$ cat src/rtl/code_lock_pkg.sv
// Shared types for the code lock: digit type, digit range limit and dialer FSM states.
// Pure declarations; no logic and no timing.
package code_lock_pkg;

    typedef logic [3:0] digit_t;

    localparam digit_t c_digit_max = 4'd9;

    typedef enum logic [1:0] {
        S_IDLE = 2'd0,
        S_SEND = 2'd1,
        S_GAP  = 2'd2,
        S_DONE = 2'd3
    } dial_state_t;

endpackage

$ cat src/rtl/code_dialer_store.sv
// Digit shift register with load validation; store update and o_err one cycle after i_load.
// No backpressure: a rejected load is dropped and flagged, never held.
module code_dialer_store
    import code_lock_pkg::*;
#(
    parameter int p_digits = 4,
    parameter int p_idx_w  = 2
) (
    input  logic               i_clk,
    input  logic               i_rst,
    input  digit_t             i_digit,
    input  logic               i_load,
    input  logic               i_start,
    input  logic               i_busy,
    input  logic [p_idx_w-1:0] i_rd_idx,
    output digit_t             o_rd_digit,
    output logic               o_err
);

    digit_t store_q [p_digits];
    digit_t store_d [p_digits];
    logic   err_q;
    logic   err_d;
    logic   reject;

    always_comb begin
        reject = (i_digit > c_digit_max) || i_busy || i_start;
        err_d  = i_load && reject;
        store_d = store_q;
        if (i_load && !reject) begin
            // Newest digit enters at slot 0; slot p_digits-1 holds the oldest and goes out first.
            store_d[0] = i_digit;
            for (int k = 1; k < p_digits; k++) begin
                store_d[k] = store_q[k-1];
            end
        end
    end

    always_comb begin
        o_rd_digit = '0;
        for (int k = 0; k < p_digits; k++) begin
            if (i_rd_idx == p_idx_w'(k)) begin
                o_rd_digit = store_q[k];
            end
        end
    end

    always_ff @(posedge i_clk) begin
        if (i_rst) begin
            store_q <= '{default: '0};
            err_q   <= 1'b0;
        end else begin
            store_q <= store_d;
            err_q   <= err_d;
        end
    end

    assign o_err = err_q;

endmodule

$ cat src/rtl/code_dialer.sv
// Replays the stored code as paced (digit, strobe) pairs; first strobe one cycle after i_start.
// No backpressure: strobes are fixed-rate; i_abort stops the stream on the next cycle.
module code_dialer
    import code_lock_pkg::*;
#(
    parameter int p_digits = 4,
    parameter int p_gap    = 3
) (
    input  logic       i_clk,
    input  logic       i_rst,
    input  logic [3:0] i_digit,
    input  logic       i_load,
    input  logic       i_start,
    input  logic       i_abort,
    output logic [3:0] o_code,
    output logic       o_code_vld,
    output logic       o_busy,
    output logic       o_done,
    output logic       o_err
);

    localparam int c_idx_w = (p_digits > 1) ? $clog2(p_digits) : 1;
    localparam int c_gap_w = $clog2(p_gap + 1);

    dial_state_t        state_q;
    dial_state_t        state_d;
    logic [c_idx_w-1:0] idx_q;
    logic [c_idx_w-1:0] idx_d;
    logic [c_gap_w-1:0] gap_q;
    logic [c_gap_w-1:0] gap_d;
    digit_t             rd_digit;

    always_comb begin
        state_d = state_q;
        idx_d   = idx_q;
        gap_d   = gap_q;
        if (i_abort) begin
            state_d = S_IDLE;
        end else begin
            case (state_q)
                S_IDLE: begin
                    if (i_start) begin
                        state_d = S_SEND;
                        idx_d   = c_idx_w'(p_digits - 1);
                    end
                end
                S_SEND: begin
                    if (idx_q != '0) begin
                        state_d = S_GAP;
                        gap_d   = c_gap_w'(p_gap - 1);
                    end else begin
                        state_d = S_DONE;
                    end
                end
                S_GAP: begin
                    if (gap_q == '0) begin
                        state_d = S_SEND;
                        idx_d   = idx_q - c_idx_w'(1);
                    end else begin
                        gap_d = gap_q - c_gap_w'(1);
                    end
                end
                S_DONE:  state_d = S_IDLE;
                default: state_d = S_IDLE;
            endcase
        end
    end

    always_ff @(posedge i_clk) begin
        if (i_rst) begin
            state_q <= S_IDLE;
            idx_q   <= '0;
            gap_q   <= '0;
        end else begin
            state_q <= state_d;
            idx_q   <= idx_d;
            gap_q   <= gap_d;
        end
    end

    // Outputs decode the state flops directly, so they track state with no extra cycle.
    assign o_code_vld = (state_q == S_SEND);
    assign o_busy     = (state_q != S_IDLE);
    assign o_done     = (state_q == S_DONE);
    assign o_code     = o_code_vld ? rd_digit : 4'd0;

    code_dialer_store #(
        .p_digits (p_digits),
        .p_idx_w  (c_idx_w)
    ) u_store (
        .i_clk      (i_clk),
        .i_rst      (i_rst),
        .i_digit    (i_digit),
        .i_load     (i_load),
        .i_start    (i_start),
        .i_busy     (o_busy),
        .i_rd_idx   (idx_q),
        .o_rd_digit (rd_digit),
        .o_err      (o_err)
    );

endmodule

$ cat config.mk
export PLATFORM = sky130hd
export DESIGN_NAME = code_dialer
export DESIGN_NICKNAME = d
export VERILOG_FILES = /design/src/rtl/code_lock_pkg.sv /design/src/rtl/code_dialer_store.sv /design/src/rtl/code_dialer.sv
export SDC_FILE = /design/constraint.sdc
export NUM_CORES = 1
export LEC_CHECK = 0
export ABC_CLOCK_PERIOD_IN_PS = 2130
export BUFFER_PORTS_ARGS = -buffer_cell sky130_fd_sc_hd__buf_2
export CAP_MARGIN = 10
export CORE_ASPECT_RATIO = 1.4
export CORE_MARGIN = 4
export CORE_UTILIZATION = 60
export CTS_CLUSTER_DIAMETER = 60
export DETAILED_ROUTE_END_ITERATION = 6
export GPL_ROUTABILITY_DRIVEN = 0
export PLACE_DENSITY = 0.88
export SYNTH_ARGS = -nofsm -noshare
export SYNTH_HDL_FRONTEND = slang
export SYNTH_SLANG_ARGS = --single-unit
$ cat constraint.sdc
create_clock -name i_clk -period 2.13 [get_ports i_clk]
set_input_delay 0 -clock i_clk [delete_from_list [all_inputs] [get_ports i_clk]]
set_output_delay 0 -clock i_clk [all_outputs]
set_load 0.01 [all_outputs]
Yosys cells after proc, flatten, opt, wreduce, memory -nomap -nowiden

Cells that the tools add are included.

Bits in registers: 23
Input port bits: 9
Output and inout port bits: 8
Word-level logic and storage cells: 53

$add $sub $neg: 2
Magnitude comparators: 1
Eq/ne operators: 10
Muxes and demuxes: 15
Bitwise gates (word level): 1
Reductions and logical operators: 16

Operators with widths:

| cell                                              | count |
|---|---|
| 2-to-1 mux 4 bit                                  | 5 |
| 2-to-1 mux 2 bit                                  | 6 |
| == test 2 bit (second input constant)             | 4 |
| one-hot mux 2 bit (2 select lines)                | 2 |
| one-hot mux 2 bit (4 select lines)                | 1 |
| AND reduction 4 bit                               | 2 |
| nonzero test 2 bit                                | 4 |
| logical NOT 2 bit                                 | 3 |
| != test 2 bit (second input constant)             | 3 |
| == test 2 x 1 -> 1 bit (second input constant)    | 2 |
| > comparator 4 bit (second input constant)        | 1 |
| subtractor 2 x 1 -> 2 bit (second input constant) | 2 |
| logical AND 1 bit                                 | 2 |
| logical OR 1 bit                                  | 2 |
| != test 2 x 1 -> 1 bit (second input constant)    | 1 |
| AND reduction 2 bit                               | 1 |
| OR reduction 2 bit                                | 1 |
| logical NOT 1 bit                                 | 1 |
| 2-to-1 mux 1 bit                                  | 1 |
| NOT 1 bit                                         | 1 |

Longest topological paths before layout

Gate-level depths: netlist of run 1.

Word-level depth: 6
Depth in mapped cells: 7
Gate-level depth less buffers: 5

Hierarchy

From an unflattened synthesis of run 1, not the netlist that was laid out.

Cells, all modules: 122
Area, all modules: 1258.7 sq um

Modules (own cells, without submodules):

| module            | times used | cells an instance | area an instance (sq um) | sequential area each (sq um) |
|---|---|---|---|---|
| code_dialer_store | 1          | 67                | 793.3                    | 340.3 |
| code_dialer       | 1          | 55                | 465.4                    | 120.1 |

Least setup slack after synthesis of run 1

No wires, ideal clock.

Kind: reg2reg
From: reg state_q[0]
To: reg u_store.store_q[5] (netlist name)
Setup time: 0.119 ns
Arrival: 1.305 ns
Data required time: 2.011 ns
Slack: 0.706 ns
Stages on the path, launching flop included: 8
Path buffers: 2
Period minus slack after synthesis: 1.424 ns
Cells stage by stage: dfxtp_1 -> inv_1 -> ha_1 -> nor2b_4 -> and3_1 -> buf_6 -> buf_12 -> mux2i_1

Longest elaborated chain between the ends: 5

Ends and longest elaborated chain:

| item                          | line                    | RTL |
|---|---|---|
| start: declaration            | code_dialer.sv:25       | `dial_state_t state_q;` |
| start signal: assignment      | code_dialer.sv:75       | `state_q <= state_d;` |
| nonzero test 2 bit            | code_dialer.sv:83       | `assign o_busy = (state_q != S_IDLE);` |
| logical OR 1 bit (2 in a row) | code_dialer_store.sv:27 | `reject = (i_digit > c_digit_max) \|\| i_busy \|\| i_start;` |
| logical NOT 1 bit             | code_dialer_store.sv:30 | `if (i_load && !reject) begin` |
| logical AND 1 bit             | code_dialer_store.sv:30 |  |
| end signal: assignment        | code_dialer_store.sv:53 | `store_q <= store_d;` |
| end: declaration              | code_dialer_store.sv:20 | `digit_t store_q [p_digits];` |

Every way passes these cells.
A chain may end at the register's enable or synchronous reset.

Worst setup path in the final report of run 1

From: reg idx_q[0]
To: out o_code[3]

Longest elaborated chain between the ends: 6
Elaborated cells between the ends (all ways): 9
Classes of those cells: eq/ne (3); mux (5); reduce/logical (1)

Ends and longest elaborated chain:

| item                          | line                    | RTL |
|---|---|---|
| start: declaration            | code_dialer.sv:27       | `logic [c_idx_w-1:0] idx_q;` |
| start signal: assignment      | code_dialer.sv:76       | `idx_q <= idx_d;` |
| logical NOT 2 bit             | code_dialer_store.sv:42 | `if (i_rd_idx == p_idx_w'(k)) begin` |
| 2-to-1 mux 4 bit (3 in a row) | code_dialer_store.sv:42 |  |
| 2-to-1 mux 4 bit (*)          | code_dialer_store.sv:42 |  |
| 2-to-1 mux 4 bit (*)          | code_dialer.sv:85       | `assign o_code = o_code_vld ? rd_digit : 4'd0;` |
| end: declaration              | code_dialer.sv:15       | `output logic [3:0] o_code,` |

Every way passes the cells marked *; elsewhere a longest branch is shown, timed or not.

==> out/qor.yml, run 1 <==
die:
  start_util_pct: 64.1
  num_rows: 19
  die_x_um: 47.3
  die_y_um: 63.0
  die_area_sq_um: 2980
  pin_count: 17
  coreArea_sq_um: 2020
clock_tree:
  clkTransAtPathRegs_ps: 120
  root_buffer: "clkbuf_4"
  cts.sinks: 23
  cts_made_buffers: 3
  clock_path_buffers: 2
  clk-insertion-delay-late_ps: 310
  htree_levels: 1
  cts_tree: "yes"
final_layout:
  area_delta_synth_final_pct: 11.6
  nets: 175
  fin_util_pct: 71.5
  antenna_cells: 0
  drive_gt1_share_pct: 15.4
  design_area_sq_um: 1450
  layout.cells.non_filler: 177
sta:
  worst_slew_pin_slew_ps: 397
  finClkSkew_ps: 6.22
  rsz0062_at_grt: "no"
  fin_crit_sh_pct: 87.5
  whs_ps: 14.7
  slew_viol_final: 0
  fmax_mhz: 537
  final-hold-violation-count: 0
  setup-violations-final: 0
  slew_headroom_pct: 73.6
  fin_crit_ps: 1860
  setup_tns_ps: 0
setup_path:
  worstPathMaxFanout: 5
  startpoint_type: "flop"
  r2r-start: "state_q[0]"
  r2r_cells: 5
  rr_endpoint: "u_store.o_err"
  regToRegSetupSlack_ps: 500
  end_kind: "output pin"
  crit_type: "reg2out"
  crit_required_ps: 2130
  worstSetupStartpoint: "idx_q[0]"
  worstPathArrival_ps: 1860
global_routing:
  grt_pass1_vias: 1068
  grt.overflow.total: 0
  grt_pass1_wl_mm: 4.56
  grt.total_usage_pct: 20.4
  antenna_found_initial: 0
  grt_max_degree: 27
yosys:
  syn_inst: 135
  ys.flop_type: "dfxtp_1"
  netlist_area_sq_um: 1290
  async_flop_share_pct: 0
  synth_edf_count: 0
  yosys.area.top_type_share_pct: 35.6
  synth_area_leaders: "dfxtp_1 (36%), mux2i_1 (12%), nand2b_1 (12%)"
  synth_area_leader_cell: "dfxtp_1"
  synth-seq-cells: 23
  syn_avg_cell_area_sq_um: 9.59
  ys_types: 33
  yosysWarnings: 0
  syn_nets: 153
  yosysSeqAreaShare_pct: 35.6
hold_path:
  hp-class: "in2reg"
  min_from: "i_abort"
  worstHoldEndpoint: "state_q[1]"
  hold_depth: 3
routing:
  first_pass_iters: 4
  drtAntennaViolNets: 0
  routed_wl_mm: 2.63
  viasPerCell: 5.84
  num_vias: 1034
  drc: 0
  wire_per_inst_um: 14.9
  drtIter0Drc: 17
placed_design:
  placed_area_sq_um: 1360
  place_inst: 167
  place_hpwl_mm: 2.07
  io_buffers: 16
status:
  outcome: "finished, final reports clean"
power_and_ir_drop:
  irDropWorstVdd_uv: 392
  p_per_area_nw_per_um2: 546
  leakagePower_nw: 0.596
flow_run:
  maxCapViolCount: 0
-- kinds of logic after synthesis --
family                     share of synthesized area, %
adders and majority gates                          8.70
buffers and inverters                              5.99
AOI/OAI and AO/OA                                  14.3
DFF                                                35.6
and+or+nand+nor                                    23.1
muxes                                              12.4
-- repair_timing --
| item | CTS | global route |
|---|---|---|
| setup buffers | 0 | 0 |
| endpoints found under the hold margin | 5 | 0 |
| hold buffers | 6 | 0 |
| gates resized for setup | 0 | 0 |
-- worst max-delay path by stage --
stage | end | slack (ps) | depth (start not counted)
2_1_floorplan | u_store.store_q[5] | 710 | 7
3_3_place_gp | u_store.store_q[12] | 650 | 6
3_5_place_dp | u_store.store_q[13] | 550 | 6
4_1_cts | o_code[1] | 280 | 6
5_1_grt | o_code[3] | 140 | 6
6_report | o_code[3] | 270 | 6
-- metal layers --
layer	vias up	GRT usage (%)	part of all wire (%)
met4	0	7.96	2.7
met5	-	0	0
met3	7	2.59	3.4
li1	521	-	-
met2	21	35.7	53
met1	485	23.2	41
-- cells in the mapped netlist (2+ instances only) --
master    number
clkbuf_1       2
nor2b_1        7
mux2i_1       16
nor2_1         2
inv_1          7
o31ai_1        4
a221oi_1       4
ha_1           9
dfxtp_1       23
and3_1         2
a31oi_1        2
nand2b_1      24
a21oi_1        5
a311oi_1       2
o21ai_0        3
nand3_1        6
-- worst max-delay path, cell delays in order, from the launching register on --
cell and delay, ps:
dfxtp_1 370, inv_1 100, ha_1 210, nor2b_1 280, a221oi_1 120, o31ai_1 280
buf_2 180
-- flip-flops by register name, summed over array words and instances (netlist names) --
name,flops
u_store.o_err,1
u_store.store_q,16
state_q,2
gap_q,2
idx_q,2
-- power breakdown --
group	switching [mW]	internal, mW
registers	0.00918	0.441
clock network	0.129	0.0703
logic	0.0724	0.0670
-- cell type report --
| cell class | count | area, sq um |
|---|---|---|
| flip-flops and latches | 23 | 460 |
| repair buffers | 23 | 148 |
| inverters | 7 | 26.3 |
| clock inverters | 1 | 5.00 |
| clock buffers | 3 | 22.5 |
| multi-input cells | 99 | 757 |
| fillers | 168 | 576 |
| well taps | 21 | 26.3 |
-- layout by cell type, fill, tap and decap left out --
cell / n
nand2_1: 1
and2_1: 1
nor4_1: 1
and3_1: 2
nor2b_1: 7
or2b_1: 1
ha_1: 9
nor2b_4: 1
buf_4: 1
a21oi_1: 5
o21ai_4: 1
inv_1: 7
o31ai_1: 4
dfxtp_1: 23
a31oi_1: 2
nor3_1: 1
o211ai_1: 1
clkinv_2: 1
a311oi_1: 2
mux2i_1: 16
nor2_1: 2
nand2b_1: 24
a221oi_1: 4
nand3_1: 6
a22o_1: 1
a22oi_1: 1
dlygate4sd3_1: 6
nand4_1: 1
o21ba_1: 1
or2_2: 1
clkbuf_4: 3
buf_2: 16
o21ai_0: 3
-- through the flow --
| step | total power, mW | worst slack [ps] |
|---|---|---|
| 2_1_floorplan | 0.558 | 706 |
| 3_3_place_gp | 0.584 | 647 |
| 3_5_place_dp | 0.590 | 550 |
| 4_1_cts | 0.791 | 277 |
| 5_1_grt | 0.827 | 140 |
| 6_report | 0.789 | 267 |
(Power assumes the default switching activity.)
==> inputs of run 2 (changes only) <==
--- a/config.mk
+++ b/config.mk
@@ -11,3 +11,3 @@
 export CORE_ASPECT_RATIO = 1.4
-export CORE_MARGIN = 4
+export CORE_MARGIN = 5
 export CORE_UTILIZATION = 60
--- a/constraint.sdc
+++ b/constraint.sdc
@@ -3,2 +3,2 @@
 set_output_delay 0 -clock i_clk [all_outputs]
-set_load 0.01 [all_outputs]
+set_load 0.1 [all_outputs]
==> out/qor.yml, run 2 (synthesis results as in run 1) <==
setup_path:
  crit_required_ps: 2130  # about the same
  cp_slowest_cell: "dfxtp_1"  # unchanged
  rr_endpoint: "idx_q[1]"  # was u_store.o_err
  worstSetupStartpoint: "idx_q[1]"  # was idx_q[0]
  cpPeakStageDelay_ps: 400  # was 370 ps
  cp.depth: 6  # unchanged
  crit_type: "reg2out"  # unchanged
  cp.buffers_inverters: 2  # unchanged
  cp_top_family: "compound AO/OA/AOI/OAI gates"  # unchanged
  regToRegSetupSlack_ps: 440  # was 500 ps
  r2r_cells: 5  # unchanged
  crit_end: "o_code[2]"  # was o_code[3]
  startpoint_type: "flop"  # unchanged
  worstPathArrival_ps: 2070  # was 1860 ps
  crit_chain: "inv_1 > ha_1 > nor2b_2 > a221oi_1 > o31ai_4 > buf_4"  # was inv_1 > ha_1 > nor2b_1 > a221oi_1 > o31ai_1 > buf_2
  worstPathMaxFanout: 5  # unchanged
  r2r-start: "state_q[0]"  # unchanged
  end_kind: "output pin"  # unchanged
clock_tree:
  root_buffer: "clkbuf_4"  # unchanged
  clk-insertion-delay-late_ps: 320  # was 310 ps
  cts_setup_buffers: 0  # unchanged
  cts.sinks: 23  # unchanged
  htree_levels: 1  # unchanged
  clock_path_buffers: 2  # unchanged
  cts_tree: "yes"  # unchanged
  cts_made_buffers: 3  # unchanged
  clkTransAtPathRegs_ps: 120  # about the same
sta:
  fin_crit_ps: 2070  # was 1860 ps
  setup_tns_ps: 0  # unchanged
  worst_slew_pin_slew_ps: 493  # was 397 ps
  fmax_mhz: 483  # was 537 MHz
  whs_ps: 76.7  # was 14.7 ps
  slew_headroom_pct: 67.3  # was 73.6%
  finClkSkew_ps: 2.18  # was 6.22 ps
  setup-violations-final: 0  # unchanged
  fin_crit_sh_pct: 97.3  # was 87.5%
  slew_viol_final: 0  # unchanged
  final-hold-violation-count: 0  # unchanged
  rsz0062_at_grt: "yes"  # was no
die:
  pin_count: 17  # unchanged
  start_util_pct: 60.9  # was 64.1%
  coreArea_sq_um: 2130  # was 2020 sq um
  num_rows: 20  # was 19
  die_area_sq_um: 3200  # was 2980 sq um
  die_x_um: 49.3  # was 47.3 um
  die_y_um: 65.0  # was 63.0 um
final_layout:
  fillers: 164  # was 168
  largest_reg_flops: 16  # unchanged
  design_area_sq_um: 1540  # was 1450 sq um
  layout_commonest_cell: "nand2b_1"  # unchanged
  drive_gt1_share_pct: 19.1  # was 15.4%
  layout.cells.non_filler: 179  # was 177
  fin_util_pct: 72.5  # was 71.5%
  nets: 176  # was 175
  largest-register: "u_store.store_q"  # unchanged
  antenna_cells: 0  # unchanged
  area_delta_synth_final_pct: 19.0  # was 11.6%
  final_cell_mix: "nand2b_1 (24), dfxtp_1 (23), mux2i_1 (16), buf_2 (12), ha_1 (8)"  # was nand2b_1 (24), dfxtp_1 (23), mux2i_1 (16), buf_2 (16), ha_1 (9)
routing:
  drtIter0Drc: 18  # was 17
  drtAntennaViolNets: 0  # unchanged
  num_vias: 1058  # was 1034
  routed_wl_mm: 2.89  # was 2.63 mm
  first_pass_iters: 4  # unchanged
  drc: 0  # unchanged
  viasPerCell: 5.91  # was 5.84
  wire_per_inst_um: 16.1  # was 14.9 um
global_routing:
  grt.total_usage_pct: 19.7  # was 20.4%
  grt_pass1_vias: 1097  # was 1068
  grt_pass1_wl_mm: 4.92  # was 4.56 mm
  grt_max_degree: 27  # unchanged
  grt.overflow.total: 0  # unchanged
  antenna_found_initial: 0  # unchanged
power_and_ir_drop:
  irDropWorstVdd_uv: 506  # was 392 uV
  leakagePower_nw: 0.615  # was 0.596 nW
  clock_power_share_pct: 23.9  # was 25.3%
  p_sw_share_pct: 31.2  # was 26.7%
  p_per_area_nw_per_um2: 555  # was 546 nW/um^2
  pwr-share-seq_pct: 52.7  # was 57.1%
  p_comb_share_pct: 23.5  # was 17.7%
  switching_power_uw: 266  # was 211 uW
  p_int_uw: 589  # was 578 uW
hold_path:
  hp-class: "in2reg"  # unchanged
placed_design:
  placed_area_sq_um: 1430  # was 1360 sq um
  place_hpwl_mm: 2.03  # was 2.07 mm
  io_buffers: 16  # unchanged
  place_inst: 168  # was 167
flow_run:
  maxCapViolCount: 0  # unchanged
status:
  outcome: "finished, final reports clean"  # unchanged
run 2: cell count changes in the layout (fill, tap and decap cells not counted), sizes merged:
cell,previous run,this run
clkbuf,3,4
dlygate4sd3,6,7
clkinv,1,0
run 2: power by group through the flow:
| stage | clock network (mW) | logic, mW | registers, mW |
|---|---|---|---|
| finish | 0.204 | 0.201 | 0.451 |
| global route | 0.224 | 0.215 | 0.453 |
| CTS | 0.211 | 0.194 | 0.450 |
| detailed placement | 0 | 0.183 | 0.460 |
| global placement | 0 | 0.177 | 0.458 |
| floorplan | 0 | 0.144 | 0.466 |
run 2: how the worst min path moves through the flow:
stage | from | cells past startpoint | to | slack, ps
2_1_floorplan | i_load | 2 | u_store.o_err | 130
3_3_place_gp | i_load | 3 | u_store.o_err | 260
3_5_place_dp | i_load | 3 | u_store.o_err | 260
4_1_cts | i_rst | 2 | gap_q[0] | 70
5_1_grt | i_rst | 2 | gap_q[0] | 90
6_report | i_rst | 2 | gap_q[0] | 80
run 2: what timing repair did:
action / CTS / global route
pin swaps: 0 / 0
hold endpoints to repair: 7 / 0
endpoints found under the setup margin: 4 / 4
hold buffers: 7 / 0
resized for setup: 4 / 2
run 2: through the flow:
stage / power, mW / setup WS (ps)
floorplan: 0.609 / 27.8
global placement: 0.636 / 311
detailed placement: 0.642 / 295
CTS: 0.855 / 46.7
global route: 0.892 / -69.2
finish: 0.855 / 58.1
run 2: routing by layer:
metal | global-route usage (%) | vias up | wire (um)
li1 | - | 523 | -
met2 | 35.2 | 20 | 1550
met4 | 10.1 | 0 | 89
met3 | 3.45 | 7 | 111
met5 | 0 | - | 0
met1 | 21.6 | 508 | 1140
run 2: cell type report:
class	instances	area [sq um]	share of cell area [%]
multi-input cells	99	833	54.1
flip-flops and latches	23	460	29.9
repair buffers	24	168	10.9
well taps	22	27.5	1.79
clock buffers	4	26.3	1.70
inverters	7	26.3	1.70
